--- config.mk ---
export PLATFORM = sky130hd
export DESIGN_NAME = la_capture_dumper_flat
export DESIGN_NICKNAME = d
export VERILOG_FILES = /design/src/rtl/la_capture_dumper_if.sv /design/src/rtl/la_capture_dumper.sv /design/src/flat_wrapper.sv
export SDC_FILE = /design/constraint.sdc
export NUM_CORES = 1
export LEC_CHECK = 0
export CAP_MARGIN = 20
export CORE_ASPECT_RATIO = 1.25
export CORE_UTILIZATION = 52
export DETAILED_ROUTE_END_ITERATION = 16
export PLACE_DENSITY = 0.91
export SLEW_MARGIN = 20
export SYNTH_ARGS = -nofsm -noshare
export SYNTH_HDL_FRONTEND = slang
export SYNTH_SLANG_ARGS = --single-unit
--- constraint.sdc ---
create_clock -name clk -period 2.9 [get_ports clk]
set_input_delay 0.725 -clock clk [delete_from_list [all_inputs] [get_ports clk]]
set_output_delay 0.725 -clock clk [all_outputs]
set_load 0.03 [all_outputs]
--- src/rtl/la_capture_dumper_if.sv ---
// -----------------------------------------------------------------------------
// la_capture_dumper_if
// Bus bundle between the logic-analyzer dumper, its capture buffer and its
// UART transmitter.
//   read_addr : capture buffer read address   (dumper -> buffer)
//   read_data : capture word, one clk latency (buffer -> dumper)
//   tx_data   : byte to transmit              (dumper -> UART)
//   tx_en     : one-cycle transmit strobe     (dumper -> UART)
//   tx_busy   : UART shifting a byte out      (UART   -> dumper)
// modport master : dumper side
// modport slave  : buffer/UART side
// -----------------------------------------------------------------------------
interface la_capture_dumper_if #(
    parameter int ADDR_BITS  = 9,
    parameter int DATA_WIDTH = 128
);
    logic [ADDR_BITS-1:0]  read_addr;
    logic [DATA_WIDTH-1:0] read_data;
    logic [7:0]            tx_data;
    logic                  tx_en;
    logic                  tx_busy;

    modport master (
        output read_addr,
        input  read_data,
        output tx_data,
        output tx_en,
        input  tx_busy
    );

    modport slave (
        input  read_addr,
        output read_data,
        input  tx_data,
        input  tx_en,
        output tx_busy
    );
endinterface

--- src/rtl/la_capture_dumper.sv ---
// -----------------------------------------------------------------------------
// la_capture_dumper
// On a rising edge of the analyzer's done flag, reads every word of the
// capture buffer (2^ADDR_BITS words of DATA_WIDTH bits) and streams it out
// over a UART byte interface, most significant byte of each word first.
// Optional macro LA_DUMP_HEADER_EN: when defined, the ASCII header "RTLA"
// (0x52 0x54 0x4C 0x41) is sent before the data.
// Ports:
//   clk     : clock, all logic on posedge
//   rst_n   : asynchronous active-low reset
//   done    : analyzer capture-complete flag (level)
//   dumping : high from dump start until the last byte is accepted
//   bus     : la_capture_dumper_if.master (buffer read + UART transmit)
// -----------------------------------------------------------------------------
module la_capture_dumper #(
    parameter int ADDR_BITS  = 9,
    parameter int DATA_WIDTH = 128
) (
    input  logic                       clk,
    input  logic                       rst_n,
    input  logic                       done,
    output logic                       dumping,
    la_capture_dumper_if.master        bus
);
    localparam int NBYTES    = DATA_WIDTH / 8;
    localparam int BYTE_BITS = (NBYTES > 1) ? $clog2(NBYTES) : 1;

    typedef enum logic [2:0] {
        IDLE    = 3'd0,
`ifdef LA_DUMP_HEADER_EN
        HEADER  = 3'd1,
`endif
        FETCH   = 3'd2,
        LATCH   = 3'd3,
        SEND    = 3'd4,
        WAIT_TX = 3'd5,
        HOLD    = 3'd6
    } state_t;

    state_t                state_q, state_d;
    logic                  done_q;
    logic [ADDR_BITS-1:0]  word_q, word_d;
    logic [BYTE_BITS-1:0]  byte_q, byte_d;
    logic [DATA_WIDTH-1:0] shift_q, shift_d;
    logic [DATA_WIDTH-1:0] next_shift_s;
    logic [7:0]            tx_data_q, tx_data_d;
    logic                  dumping_q, dumping_d;
    logic                  wait_first_q, wait_first_d;
    logic                  tx_en_s;
`ifdef LA_DUMP_HEADER_EN
    logic [1:0]            hdr_q, hdr_d;
    logic                  in_hdr_q, in_hdr_d;

    // Header ROM: "RTLA"
    function automatic logic [7:0] hdr_byte(input logic [1:0] idx);
        logic [7:0] b;
        case (idx)
            2'd0:    b = 8'h52;
            2'd1:    b = 8'h54;
            2'd2:    b = 8'h4C;
            default: b = 8'h41;
        endcase
        return b;
    endfunction
`endif

    assign next_shift_s = shift_q << 8;

    // State and datapath registers
    always_ff @(posedge clk or negedge rst_n) begin
        if (!rst_n) begin
            state_q      <= IDLE;
            done_q       <= 1'b0;
            word_q       <= {ADDR_BITS{1'b0}};
            byte_q       <= {BYTE_BITS{1'b0}};
            shift_q      <= {DATA_WIDTH{1'b0}};
            tx_data_q    <= 8'h00;
            dumping_q    <= 1'b0;
            wait_first_q <= 1'b0;
`ifdef LA_DUMP_HEADER_EN
            hdr_q        <= 2'd0;
            in_hdr_q     <= 1'b0;
`endif
        end else begin
            state_q      <= state_d;
            done_q       <= done;
            word_q       <= word_d;
            byte_q       <= byte_d;
            shift_q      <= shift_d;
            tx_data_q    <= tx_data_d;
            dumping_q    <= dumping_d;
            wait_first_q <= wait_first_d;
`ifdef LA_DUMP_HEADER_EN
            hdr_q        <= hdr_d;
            in_hdr_q     <= in_hdr_d;
`endif
        end
    end

    // Next-state and output decode
    always_comb begin
        state_d      = state_q;
        word_d       = word_q;
        byte_d       = byte_q;
        shift_d      = shift_q;
        tx_data_d    = tx_data_q;
        wait_first_d = wait_first_q;
        tx_en_s      = 1'b0;
`ifdef LA_DUMP_HEADER_EN
        hdr_d        = hdr_q;
        in_hdr_d     = in_hdr_q;
`endif
        case (state_q)
            IDLE: begin
                if (done && !done_q) begin
                    word_d = {ADDR_BITS{1'b0}};
                    byte_d = {BYTE_BITS{1'b0}};
`ifdef LA_DUMP_HEADER_EN
                    hdr_d     = 2'd0;
                    in_hdr_d  = 1'b1;
                    tx_data_d = hdr_byte(2'd0);
                    state_d   = HEADER;
`else
                    state_d   = FETCH;
`endif
                end else begin
                    state_d = IDLE;
                end
            end
`ifdef LA_DUMP_HEADER_EN
            HEADER: begin
                if (!tx_busy_s()) begin
                    tx_en_s      = 1'b1;
                    wait_first_d = 1'b1;
                    state_d      = WAIT_TX;
                end else begin
                    state_d = HEADER;
                end
            end
`endif
            FETCH: begin
                // read_addr already equals word_q; data arrives next cycle
                state_d = LATCH;
            end
            LATCH: begin
                shift_d   = bus.read_data;
                tx_data_d = bus.read_data[DATA_WIDTH-1 -: 8];
                byte_d    = {BYTE_BITS{1'b0}};
                state_d   = SEND;
            end
            SEND: begin
                // strobe is gated by tx_busy in the same cycle so it can
                // never coincide with a busy UART
                if (!bus.tx_busy) begin
                    tx_en_s      = 1'b1;
                    wait_first_d = 1'b1;
                    state_d      = WAIT_TX;
                end else begin
                    state_d = SEND;
                end
            end
            WAIT_TX: begin
                // the UART raises busy only the cycle after tx_en, so the
                // first cycle here is skipped before looking at tx_busy
                if (wait_first_q) begin
                    wait_first_d = 1'b0;
                end else if (!bus.tx_busy) begin
`ifdef LA_DUMP_HEADER_EN
                    if (in_hdr_q) begin
                        if (hdr_q == 2'd3) begin
                            in_hdr_d = 1'b0;
                            state_d  = FETCH;
                        end else begin
                            hdr_d     = hdr_q + 2'd1;
                            tx_data_d = hdr_byte(hdr_q + 2'd1);
                            state_d   = HEADER;
                        end
                    end else
`endif
                    if (byte_q == BYTE_BITS'(NBYTES - 1)) begin
                        byte_d = {BYTE_BITS{1'b0}};
                        if (word_q == {ADDR_BITS{1'b1}}) begin
                            state_d = HOLD;
                        end else begin
                            word_d  = word_q + {{(ADDR_BITS-1){1'b0}}, 1'b1};
                            state_d = FETCH;
                        end
                    end else begin
                        byte_d    = byte_q + {{(BYTE_BITS-1){1'b0}}, 1'b1};
                        shift_d   = next_shift_s;
                        tx_data_d = next_shift_s[DATA_WIDTH-1 -: 8];
                        state_d   = SEND;
                    end
                end else begin
                    state_d = WAIT_TX;
                end
            end
            HOLD: begin
                if (!done) begin
                    state_d = IDLE;
                end else begin
                    state_d = HOLD;
                end
            end
            default: begin
                state_d = IDLE;
            end
        endcase
        dumping_d = (state_d != IDLE) && (state_d != HOLD);
    end

`ifdef LA_DUMP_HEADER_EN
    // Readability wrapper so the HEADER branch mirrors SEND
    function automatic logic tx_busy_s();
        return bus.tx_busy;
    endfunction
`endif

    assign bus.read_addr = word_q;
    assign bus.tx_data   = tx_data_q;
    assign bus.tx_en     = tx_en_s;
    assign dumping       = dumping_q;

endmodule

--- src/flat_wrapper.sv ---
// flat-port wrapper written by rule: the top's interface ports become plain ports
module la_capture_dumper_flat 
#(
    parameter int ADDR_BITS  = 9,
    parameter int DATA_WIDTH = 128
)
  (clk, rst_n, done, dumping, bus_read_addr, bus_read_data, bus_tx_data, bus_tx_en, bus_tx_busy);
  la_capture_dumper_if #(.ADDR_BITS(ADDR_BITS), .DATA_WIDTH(DATA_WIDTH)) bus_i ();
  input  logic clk;
  input  logic rst_n;
  input  logic done;
  output logic dumping;
  output wire logic [$bits(bus_i.read_addr)-1:0] bus_read_addr;
  input wire logic [$bits(bus_i.read_data)-1:0] bus_read_data;
  output wire logic [$bits(bus_i.tx_data)-1:0] bus_tx_data;
  output wire logic [$bits(bus_i.tx_en)-1:0] bus_tx_en;
  input wire logic [$bits(bus_i.tx_busy)-1:0] bus_tx_busy;
  assign bus_read_addr = bus_i.read_addr;
  assign bus_i.read_data = bus_read_data;
  assign bus_tx_data = bus_i.tx_data;
  assign bus_tx_en = bus_i.tx_en;
  assign bus_i.tx_busy = bus_tx_busy;
  la_capture_dumper #(.ADDR_BITS(ADDR_BITS), .DATA_WIDTH(DATA_WIDTH)) u_core (.clk(clk), .rst_n(rst_n), .done(done), .dumping(dumping), .bus(bus_i));
endmodule
==> results of run 1 <==
-- layer usage --
metal  share of wire  global-route usage  up-vias
li1                -                   -     2819
met1            0.41               0.318     2855
met2            0.52               0.437      182
met3           0.043              0.0515       37
met4           0.028               0.115        0
met5               0                   0        -
-- cell usage after synthesis, types with 2 or more instances --
| cell type | n |
|---|---|
| a22o_1 | 10 |
| nand2b_1 | 2 |
| buf_4 | 10 |
| a21oi_1 | 9 |
| buf_2 | 6 |
| or2_2 | 2 |
| nand3_1 | 6 |
| nor3_1 | 4 |
| mux2_2 | 120 |
| ha_1 | 3 |
| nor4_1 | 2 |
| a21o_1 | 3 |
| inv_1 | 5 |
| buf_6 | 2 |
| a211oi_1 | 2 |
| o2bb2ai_1 | 2 |
| o22ai_1 | 2 |
| clkbuf_1 | 29 |
| or3_1 | 3 |
| or4_1 | 3 |
| nor2_1 | 7 |
| nand2_1 | 366 |
| o21ai_0 | 5 |
| dfrtp_1 | 147 |
| mux2i_1 | 2 |
-- critical path: cells and delay by family --
family                 cells  cell delay, ns
buffers and inverters      2            0.71
AND/OR/NAND/NOR            1            0.31
-- registers in the layout, summed over array words and instances, names as in the netlist --
signal                count
u_core.state_q            3
u_core.done_q             1
u_core.bus.read_addr      9
u_core.bus.tx_data        8
u_core.byte_q             4
u_core.wait_first_q       1
u_core.shift_q          120
u_core.dumping            1
-- cell usage in the layout (no fill, tap or decap), types with 2 or more instances in the layout --
cell type          n
nor4_1             2
clkbuf_8           3
clkdlybuf4s50_1  148
buf_12             8
a21oi_1            9
nand2_1          366
nor3_1             4
or4_1              3
buf_4             13
nand2b_1           2
mux2_2           120
or2_2              2
clkinv_2           2
dfrtp_1          147
nor2_1             7
o22ai_1            2
bufinv_16          3
ha_1               3
clkbuf_16         17
o2bb2ai_1          2
clkbuf_1           4
or3_1              3
a211oi_1           2
nand3_1            6
a22o_1            10
o21ai_0            5
a21o_1             3
mux2i_1            2
inv_1              5
clkinv_4           2
-- logic make-up after synthesis --
group | share of synthesized area
adders and majority gates | 0.00516
xor gates and xnor gates | 0.00120
AOI/OAI and AO/OA | 0.0442
DFF | 0.506
and+or+nand+nor | 0.220
buffers and inverters | 0.0351
muxes | 0.188
-- worst paths after layout --
kind / to / slack (ns) / cells after the start
max reg2reg: u_core.shift_q[43] / 0.53 / 6
min in group clk: u_core.shift_q[7] / 0.50 / 1
min: u_core.shift_q[59] / 0.29 / 1
max in group asynchronous: u_core.shift_q[115] / 1.92 / 2
min reg2reg: u_core.shift_q[7] / 0.50 / 1
max: bus_tx_en / 0.43 / 3
-- stage by stage --
stage	area [µm²]	hold WS [ns]
CTS	9630	0.314
global placement	9020	0.482
global route	9630	0.336
floorplan	7280	0.429
detailed placement	9020	0.482
finish	9630	0.288
-- power by group --
| group | switching (W) | internal [W] |
|---|---|---|
| sequential | 0.000496 | 0.00294 |
| combinational | 0.00219 | 0.00220 |
| clock | 0.000827 | 0.00142 |
-- layout make-up --
class / instances / area share
Clock inverter: 8 / 0.0130
Multi-Input combinational cell: 573 / 0.349
Tap cell: 171 / 0.0222
Clock buffer: 24 / 0.0500
Sequential cell: 147 / 0.382
Timing Repair Buffer: 170 / 0.182
Inverter: 5 / 0.00195
==> flow_summary.json, run 1 <==
{
  "status": "completed",
  "synth_top_cell_by_area": "dfrtp_1",
  "row_count": 47,
  "hold_viol_final": 0,
  "cts_hold_buf": 0,
  "area_growth_pct": 32.4,
  "cp-start-kind": "primary input",
  "fin_cells": 1098,
  "cts_sinks": 147,
  "chipWidth_um": 108,
  "max_cap_violations": 0,
  "ant_nets": 0,
  "first_pass_iters": 5,
  "synth_area_um2": 7280,
  "synth_ff_type": "dfrtp_1",
  "crit_fanout": 5,
  "dieArea_um2": 14500,
  "grt_max_degree": 123,
  "insertion_delay_ns": 0.42,
  "syn_area_per_cell_um2": 9.42,
  "drive_above_1_share": 0.190,
  "rsz0062_at_grt": "false",
  "overflow": 0,
  "htree_levels": 4,
  "critical_path.slowest_cell": "clkdlybuf4s50_1",
  "vias": 5893,
  "grt_pass1_vias": 6066,
  "final-max-slew-violation-count": 0,
  "initial_core_util": 0.540,
  "yosysUniqueCellTypes": 45,
  "ios": 151,
  "viasPerCell": 5.37,
  "ys_ff_latch": 147,
  "yosysTopAreaCellShare": 0.506,
  "place.gp.congestion": 0.872,
  "critPathArrivalTime_ns": 1.75,
  "yosysSeqAreaShare": 0.506,
  "tns_ns": 0,
  "wirelength_mm": 17.5,
  "yosys_warnings": 0,
  "grt_usage": 0.258,
  "cts_resized": 0,
  "async_reset_ff_frac": 1.00,
  "worstMarginPinSlew_ns": 0.720,
  "drt_iter0_drc": 286,
  "n_fill_cell": 962,
  "r2r_start": "u_core.state_q[1]",
  "post_cts_buffers": 0,
  "antenna_cells": 0,
  "hold_class": "in -> async",
  "cts_tree": "yes",
  "wire_per_inst_um": 16.0,
  "synth.net_count": 907,
  "die_height_um": 134,
  "syn_inst": 772,
  "place_inst": 1066,
  "setup_violations": 0,
  "finalCritPeriodShare": 0.853,
  "max_stage_delay_ns": 0.49,
  "worst_slack_ns": 0.426,
  "core-area_um2": 13500,
  "pre_cts_slack_ns": 0.103,
  "slew_headroom": 0.520,
  "grt_pass1_wl_mm": 28.8,
  "clk_pin_slew_ns": 0.06,
  "leakage_nw": 4.66,
  "worstSetupStartpoint": "bus_tx_busy",
  "synth_edf_count": 0,
  "postLayoutCoreUtil": 0.715,
  "numCtsBuffers": 17,
  "cts_buffer_depth": 2,
  "period_minus_slack_ns": 2.47,
  "skew_ns": 0.0115,
  "total_power_w": 0.0101,
  "grt_antenna_before_repair": 0,
  "power.density_nw_per_um2": 1050,
  "final-seq-area_um2": 3680,
  "drc": 0,
  "multiInputGateArea_um2": 3360,
  "end_kind": "output pin",
  "io_buffers": 150,
  "nets": 1049,
  "peakVddDrop_mv": 0.552,
  "crit_required_ns": 2.17,
  "critPathKind": "in -> out",
  "post-dp-hpwl_mm": 12.1,
  "synthTopCellsByArea": "dfrtp_1 51%, nand2_1 19%, mux2_2 19%, clkbuf_1 1.5%, a22o_1 1.2%",
  "cts_root_buf": "clkbuf_16",
  "fmax_mhz": 404,
  "cp_cell_sequence": "clkdlybuf4s50_1 > nor3_1 > buf_4"
}
No activity file was read; power rests on OpenSTA's default activity.
==> inputs of run 2 (changes only) <==
==> constraint.sdc (replaced) <==
create_clock -name clk -period 2.8 [get_ports clk]
set_input_delay 0.7 -clock clk [delete_from_list [all_inputs] [get_ports clk]]
set_output_delay 0.7 -clock clk [all_outputs]
set_load 0.03 [all_outputs]
==> run 2 against run 1 <==
Die area stayed put; clock power is 5% lower; via count decreased by 0.78%; non-clock buffer count decreased by 9; total power is 0.58% lower; sequential share of layout area grew 0.64 points; final area shrank 1.6%; worst hold slack got worse by 0.097 ns; cell count is 0.82% lower; register-to-register slack worse by 0.15 ns; global-route usage fell by 0.63 points; highest routed layer unchanged.
==> flow_summary.json, run 2 (synthesized netlist as in run 1, its figures left out) <==
{
  "status": "completed",
  "leakage_nw": 4.57,
  "htree_levels": 4,
  "critPathArrivalTime_ns": 1.73,
  "viasPerCell": 5.37,
  "fin_cells": 1089,
  "cts_resized": 0,
  "place.gp.congestion": 0.884,
  "ios": 151,
  "cp_cell_sequence": "clkdlybuf4s50_1 > buf_4 > nor3_1 > buf_4",
  "final_common_cell": "nand2_1",
  "cts_root_buf": "clkbuf_16",
  "clkPwrFrac": 0.213,
  "final-max-slew-violation-count": 0,
  "die_height_um": 134,
  "cp-start-kind": "primary input",
  "finalCritPeriodShare": 0.868,
  "grt_usage": 0.252,
  "cts_tree": "yes",
  "drc": 0,
  "row_count": 47,
  "max_stage_delay_ns": 0.41,
  "end_kind": "output pin",
  "insertion_delay_ns": 0.41,
  "antenna_cells": 0,
  "skew_ns": 0.00949,
  "setup_violations": 0,
  "crit_family": "buffers and inverters",
  "largest-register": "u_core.shift_q",
  "grt_max_degree": 123,
  "p_switching_w": 0.00359,
  "wirelength_mm": 17.0,
  "post_cts_buffers": 0,
  "crit_top_cell": "buf_4",
  "worstMarginPinSlew_ns": 0.779,
  "peakVddDrop_mv": 0.655,
  "initial_core_util": 0.540,
  "io_buffers": 150,
  "dieArea_um2": 14500,
  "grt_antenna_before_repair": 0,
  "cts_sinks": 147,
  "period_minus_slack_ns": 2.43,
  "grt_pass1_wl_mm": 28.3,
  "crit_required_ns": 2.10,
  "tns_ns": 0,
  "cts_buffer_depth": 2,
  "chipWidth_um": 108,
  "wire_per_inst_um": 15.6,
  "dpl_cell_area_um2": 8920,
  "cp_num_buf_inv": 3,
  "numCtsBuffers": 17,
  "switching_share": 0.358,
  "final_cell_mix": "366 x nand2_1, 148 x clkdlybuf4s50_1, 147 x dfrtp_1, 120 x mux2_2, 17 x clkbuf_16",
  "area_growth_pct": 30.2,
  "overflow": 0,
  "critical_path.slowest_cell": "clkdlybuf4s50_1",
  "hold_viol_final": 0,
  "critPathKind": "in -> out",
  "core-area_um2": 13500,
  "nets": 1040,
  "cts_hold_buf": 0,
  "largest_reg_flops": 120,
  "crit_fanout": 4,
  "max_cap_violations": 0,
  "p_int_w": 0.00642,
  "post-dp-hpwl_mm": 11.5,
  "ant_nets": 0,
  "vias": 5847,
  "first_pass_iters": 4,
  "hold_class": "in -> async",
  "clk_pin_slew_ns": 0.06,
  "slew_headroom": 0.481,
  "final_area_um2": 9470,
  "rsz0062_at_grt": "false",
  "power.density_nw_per_um2": 1060,
  "fmax_mhz": 411,
  "place_inst": 1057,
  "pwr-share-seq": 0.355,
  "drive_above_1_share": 0.184,
  "grt_pass1_vias": 5980,
  "pwr-share-comb": 0.433,
  "drt_iter0_drc": 367
}
run 2: metrics by stage:
stage          utilization  hold WS [ns]  setup slack [ns]  total power, W
3_5_place_dp         0.662         0.484             0.124         0.00792
6_report             0.703         0.190             0.369          0.0100
2_1_floorplan            -         0.404             0.446         0.00676
4_1_cts              0.703         0.201             0.356          0.0101
3_3_place_gp         0.662         0.484             0.191         0.00770
5_1_grt              0.703         0.203             0.281          0.0107
run 2: power groups by stage:
stage | Clock [W] | Sequential, W | Combinational, W
2_1_floorplan | 0 | 0.00352 | 0.00324
3_3_place_gp | 0 | 0.00351 | 0.00418
3_5_place_dp | 0 | 0.00358 | 0.00435
4_1_cts | 0.00216 | 0.00355 | 0.00437
5_1_grt | 0.00227 | 0.00367 | 0.00477
6_report | 0.00213 | 0.00355 | 0.00433
run 2: worst paths after layout:
kind                            cells after the start               startpoint                      end  slack [ns]
worst max-delay path                                4              bus_tx_busy                bus_tx_en        0.37
worst min-delay path                                1                    rst_n       u_core.shift_q[68]        0.19
worst max register to register                      8  u_core.bus.read_addr[0]  u_core.bus.read_addr[4]        0.38
worst min register to register                      1       u_core.shift_q[50]       u_core.shift_q[50]        0.50
max in group asynchronous                           2                    rst_n      u_core.shift_q[111]        1.87
min in group clk                                    1       u_core.shift_q[50]       u_core.shift_q[50]        0.50
run 2: layout make-up:
| cell class | instances | area [µm²] |
|---|---|---|
| inverters | 5 | 18.8 |
| repair buffers | 161 | 1650 |
| clock inverters | 12 | 106 |
| multi-input cells | 573 | 3360 |
| fillers | 970 | 3990 |
| clock buffers | 20 | 447 |
| flip-flops and latches | 147 | 3680 |
| well taps | 171 | 214 |
run 2: per-layer routing:
layer	vias to the layer above	global-route usage	wire length, µm
met5	-	0	0
met4	0	0.110	478
met3	43	0.0491	768
met2	195	0.434	8900
met1	2807	0.306	6860
li1	2802	-	-
run 2: worst reg2reg max path: stages, from the launching register on:
cell and delay (ns):
dfrtp_1 0.43, ha_1 0.30, nand3_1 0.10, nor2_1 0.05
ha_1 0.23, nand4b_1 0.23, o31a_4 0.36, or4_1 0.48
a21oi_1 0.17
